===== config.mk =====
export PLATFORM = sky130hd
export DESIGN_NAME = spi_mstr
export DESIGN_NICKNAME = d
export VERILOG_FILES = /design/src/rtl/spi_mstr.sv
export SDC_FILE = /design/constraint.sdc
export NUM_CORES = 1
export LEC_CHECK = 0
export BUFFER_PORTS_ARGS = -buffer_cell sky130_fd_sc_hd__clkbuf_2
export CORE_ASPECT_RATIO = 1.1
export CORE_MARGIN = 4
export CORE_UTILIZATION = 61
export CTS_BUF_LIST = sky130_fd_sc_hd__clkbuf_16
export DETAILED_ROUTE_END_ITERATION = 16
export HOLD_SLACK_MARGIN = 0.05
export PLACE_DENSITY = 0.84
export SLEW_MARGIN = 10
export SYNTH_ARGS = -nofsm -noshare
export SYNTH_HDL_FRONTEND = slang
export SYNTH_SLANG_ARGS = --single-unit

===== constraint.sdc =====
create_clock -name clk -period 2.9 [get_ports clk]
set_input_delay 0.145 -clock clk [delete_from_list [all_inputs] [get_ports clk]]
set_output_delay 0.145 -clock clk [all_outputs]
set_load 0.01 [all_outputs]

===== src/rtl/spi_mstr.sv =====
// spi_mstr: SPI master with SCLK idle high, 8/16-bit frames and a selectable slave sample edge.
// Build option: define SPI_MSTR_LSB_FIRST_EN to shift LSB first; the default build shifts MSB first.
module spi_mstr #(
    parameter int SCLK_DIV = 32
) (
    input  logic        clk,
    input  logic        rst_n,
    input  logic        wrt,
    input  logic [15:0] data_out,
    input  logic        pos_edge,
    input  logic        width8,
    output logic        SS_n,
    output logic        SCLK,
    output logic        MOSI,
    output logic        done
);
    // state | meaning
    // IDLE  | waiting for wrt, SS_n high, done holds its last value
    // FRONT | SS_n low, SCLK high for half a period, first bit on MOSI
    // SHIFT | N SCLK periods, each a low half followed by a high half
    // BACK  | SCLK high tail of half a period before SS_n releases
    typedef enum logic [1:0] {IDLE, FRONT, SHIFT, BACK} state_t;

    localparam int HALF = SCLK_DIV / 2;
    localparam int HW = (HALF > 1) ? $clog2(HALF) : 1;
    localparam logic [HW-1:0] HALF_M1 = HW'(HALF - 1);

    state_t         state;
    logic [HW-1:0]  half_cnt;
    logic [4:0]     bit_cnt;
    logic [15:0]    shift_reg;
    logic           is8;
    logic           pe;
    logic           adv;

    logic [15:0]    load_word;
    logic           load_bit;
    logic [15:0]    next_word;
    logic           next_bit;
    logic [4:0]     n_bits;
    logic           half_tc;

    // The shift register always emits from one fixed end; 8-bit frames are pre-aligned to that end.
`ifdef SPI_MSTR_LSB_FIRST_EN
    assign load_word = width8 ? {8'h00, data_out[7:0]} : data_out;
    assign load_bit  = load_word[0];
    assign next_word = {1'b0, shift_reg[15:1]};
    assign next_bit  = shift_reg[1];
`else
    assign load_word = width8 ? {data_out[7:0], 8'h00} : data_out;
    assign load_bit  = load_word[15];
    assign next_word = {shift_reg[14:0], 1'b0};
    assign next_bit  = shift_reg[14];
`endif

    assign n_bits  = is8 ? 5'd8 : 5'd16;
    assign half_tc = (half_cnt == '0);

    // bit_cnt holds the 1-based index of the SCLK period in progress; adv moves MOSI one clk after a sample edge.
    always_ff @(posedge clk) begin
        if (!rst_n) begin
            state     <= IDLE;
            SS_n      <= 1'b1;
            SCLK      <= 1'b1;
            MOSI      <= 1'b0;
            done      <= 1'b0;
            half_cnt  <= '0;
            bit_cnt   <= '0;
            shift_reg <= '0;
            is8       <= 1'b0;
            pe        <= 1'b0;
            adv       <= 1'b0;
        end else begin
            adv <= 1'b0;
            if (adv) begin
                shift_reg <= next_word;
                MOSI      <= next_bit;
            end
            case (state)
                IDLE: begin
                    if (wrt) begin
                        shift_reg <= load_word;
                        MOSI      <= load_bit;
                        is8       <= width8;
                        pe        <= pos_edge;
                        done      <= 1'b0;
                        SS_n      <= 1'b0;
                        SCLK      <= 1'b1;
                        half_cnt  <= HALF_M1;
                        bit_cnt   <= '0;
                        state     <= FRONT;
                    end
                end
                FRONT: begin
                    if (half_tc) begin
                        SCLK     <= 1'b0;
                        half_cnt <= HALF_M1;
                        bit_cnt  <= 5'd1;
                        adv      <= !pe;
                        state    <= SHIFT;
                    end else begin
                        half_cnt <= half_cnt - HW'(1);
                    end
                end
                SHIFT: begin
                    if (half_tc) begin
                        half_cnt <= HALF_M1;
                        if (!SCLK) begin
                            SCLK <= 1'b1;
                            adv  <= pe && (bit_cnt != n_bits);
                        end else if (bit_cnt == n_bits) begin
                            state <= BACK;
                        end else begin
                            SCLK    <= 1'b0;
                            bit_cnt <= bit_cnt + 5'd1;
                            adv     <= !pe && ((bit_cnt + 5'd1) != n_bits);
                        end
                    end else begin
                        half_cnt <= half_cnt - HW'(1);
                    end
                end
                BACK: begin
                    if (half_tc) begin
                        SS_n      <= 1'b1;
                        done      <= 1'b1;
                        MOSI      <= 1'b0;
                        shift_reg <= '0;
                        bit_cnt   <= '0;
                        state     <= IDLE;
                    end else begin
                        half_cnt <= half_cnt - HW'(1);
                    end
                end
                default: state <= IDLE;
            endcase
        end
    end
endmodule


==> metrics.txt <==
static leakage 0.804 nW; CP cell instances inv_1 -> ha_1 -> nand2_1 -> or2_2 -> nor2_1 -> a2bb2oi_1 -> nor2_1; H-tree Lvls 2; worst r2r src state[1]; synthesized area per cell 8.58 um^2; fin crit share 76.3%; startpoint type of the worst setup path flip-flop; Site Rows 20; max reg flops 15; cts repair resizes 0; Area Growth Syn to Fin 15.3%; Sink Count 33; Root Driver clkbuf_16; Synth Area in XOR/XNOR 0.488%; Slew @ Worst Pin 0.839 ns; via density per instance 6.16; Starting Density 64.0%; chip width 59.7 um; register area share after synthesis 36.8%; area leader, netlist dfxtp_1; clk_skew 0.00408 ns; most common cell type on the critical path nor2_1; Period minus WS final 2.21 ns; Yosys top cell area share 36.8%; Synth Area in Adders 4.88%; Distinct cells, synth 37; Slowest-stage cell, CP nor2_1; grt total ovfl 0; area of the core 2800 um^2; CP arrival 2.42 ns; fmax 452 MHz; clk slew on worst S/H paths 0.05 ns; largest net degree at the start of global routing 24; DP Area 1930 um^2; Via Count 1633; first-pass GRT wire length 7.11 mm; CTS tree yes; Stages on worst setup path 7; Hold-fix buffers, CTS 0; GP Congestion 0.885; # DRC 0; Clock Latency Late Sink 0.28 ns; Fin. Hold Viols 0; Setup crit end kind flip-flop; IO Pins 25; Total GRT Usage 23.9%; R2R Setup Slk 0.69 ns; Slew Viols, Final 0; total nets after synthesis 237; RR Endpoint shift_reg[3]; layout cells sized above 1 18.1%; worst setup path endpoint shift_reg[3]; type of the worst setup path reg -> reg; final WL 4.22 mm; final setup vio count 0; hpwl dp 2.97 mm; power density cells 1040 nW/um^2; Mapped Cells 209; #FFs+latches synth 33; Hold Crit Class in -> reg; NumNets Final 259; Design Area, Final 2070 um^2; cts bufs inserted 5; initial antenna violation count 0; Max VDD drop 0.947 mV; synth top area cells dfxtp_1 (37%), mux2i_1 (13%), nor2_1 (5.9%), ha_1 (4.9%), a21oi_1 (3.9%); outcome complete, no violations; Post-Synth Simple-Gate Area 19.7%; PortBufs 24; Critical Path Fanout Max 12; mux cell area share after synthesis 13.4%; r2r worst-path depth 7; buffers plus inverters on the worst setup path 1; Clock Tree Buf Depth 2; 1st-pass router iterations 5; Max Cap Violations 0; TNS Setup 0 ns; die area 3870 um^2; largest family of logic cells by synthesized area compound AO/OA/AOI/OAI gates; CP startpoint state[1]; Inserted Diodes 0; Syn. warnings 0; drt first-iter violations 103; Post-DRT Antenna Nets 0; WL per Instance 15.9 um; delay-heaviest family, CP simple AND/OR/NAND/NOR gates; die height 64.9 um; Largest stage delay, worst path 0.42 ns; vias in the first global route 1611; RSZ-0062 raised after global routing no; mapped cell area 1790 um^2; post-CTS setup buffer count 0; max_slew headroom 44.0%; compound-cell area share of the yosys netlist 20.9%; Req. time, crit path 3.11 ns
synthesized netlist by cell type:
| cell type | instances |
|---|---|
| a211o_2 | 1 |
| a211oi_1 | 1 |
| a21o_1 | 1 |
| a21oi_1 | 14 |
| a2bb2oi_1 | 7 |
| a311oi_1 | 1 |
| a31o_2 | 1 |
| a31oi_1 | 3 |
| buf_1 | 1 |
| buf_2 | 2 |
| clkbuf_1 | 8 |
| clkinv_1 | 1 |
| dfxtp_1 | 33 |
| ha_1 | 7 |
| inv_1 | 6 |
| mux2i_1 | 24 |
| nand2_1 | 13 |
| nand2b_1 | 1 |
| nand3_1 | 10 |
| nand3b_1 | 2 |
| nand4_1 | 4 |
| nor2_1 | 28 |
| nor2b_1 | 3 |
| nor3_1 | 4 |
| nor3b_4 | 1 |
| o21a_1 | 1 |
| o21ai_0 | 8 |
| o21bai_1 | 1 |
| o221a_2 | 2 |
| o22a_1 | 8 |
| o22ai_1 | 3 |
| o31ai_1 | 2 |
| or2_2 | 1 |
| or3_1 | 1 |
| or3b_2 | 2 |
| or4_1 | 2 |
| xnor2_1 | 1 |
cells in the final DEF (no fill, tap or decap), types with 3 or more instances in the layout:
| cell | n |
|---|---|
| ha_1 | 7 |
| a31oi_1 | 3 |
| nor2_1 | 28 |
| o22a_1 | 8 |
| nand3_1 | 10 |
| o21ai_0 | 8 |
| nand2_1 | 13 |
| dfxtp_1 | 33 |
| nand4_1 | 4 |
| mux2i_1 | 24 |
| a21oi_1 | 14 |
| nor2b_1 | 3 |
| a2bb2oi_1 | 7 |
| clkbuf_2 | 24 |
| inv_1 | 6 |
| nor3_1 | 4 |
| clkbuf_16 | 5 |
| o22ai_1 | 3 |
logic make-up after synthesis:
| group | count (synthesis) |
|---|---|
| AOI/OAI and AO/OA | 54 |
| xor gates and xnor gates | 1 |
| adders and majority gates | 7 |
| buffers and inverters | 18 |
| DFF | 33 |
| muxes | 24 |
| and+or+nand+nor | 72 |
tightest hold or removal path, stage by stage:
cell and delay (ns):
clkbuf_2 0.08, nand3_1 0.06, a21oi_1 0.06
per-layer routing:
metal  vias up  part of all wire, %  track usage, %
met5         -                    0               0
met4         0                  1.5            9.14
met3         8                  5.7            6.18
met2        51                   51            42.0
met1       764                   41            26.8
li1        810                    -               -
worst min path at each step:
stage                startpoint           end  cells past startpoint
finish                 pos_edge            pe                      3
global route           pos_edge            pe                      3
CTS                 data_out[0]  shift_reg[0]                      3
detailed placement  data_out[0]  shift_reg[0]                      3
global placement    data_out[0]  shift_reg[0]                      3
floorplan           data_out[0]  shift_reg[0]                      2
power by group:
part           switching, W  total, W  internal (W)  leakage [nW]
clock network      0.000193  0.000507      0.000314        0.0696
logic              0.000535  0.000952      0.000417         0.464
registers          0.000127  0.000689      0.000562         0.270
total              0.000855   0.00215       0.00129         0.804
area by class of cell:
class                           count  area (um^2)
Clock buffer                        5          125
Tap cell                           33         41.3
Fill cell                         205          733
Multi-Input combinational cell    158         1060
Sequential cell                    33          661
Inverter                            7         26.3
Timing Repair Buffer               26          135
Clock inverter                      3         17.5
stage by stage:
step                      total power [W]  setup WS [ns]  instances  hold slack, ns  utilization (%)
after floorplan                   0.00141          0.955        209           0.281                -
after global placement            0.00157          0.831        257           0.389             68.8
after detailed placement          0.00162          0.721        257           0.402             68.8
after CTS                         0.00214          0.692        265           0.114             73.8
after global routing              0.00229          0.412        265           0.124             73.8
final                             0.00215          0.688        265           0.116             73.8
Note: power is estimated with default switching activity, not from simulation.
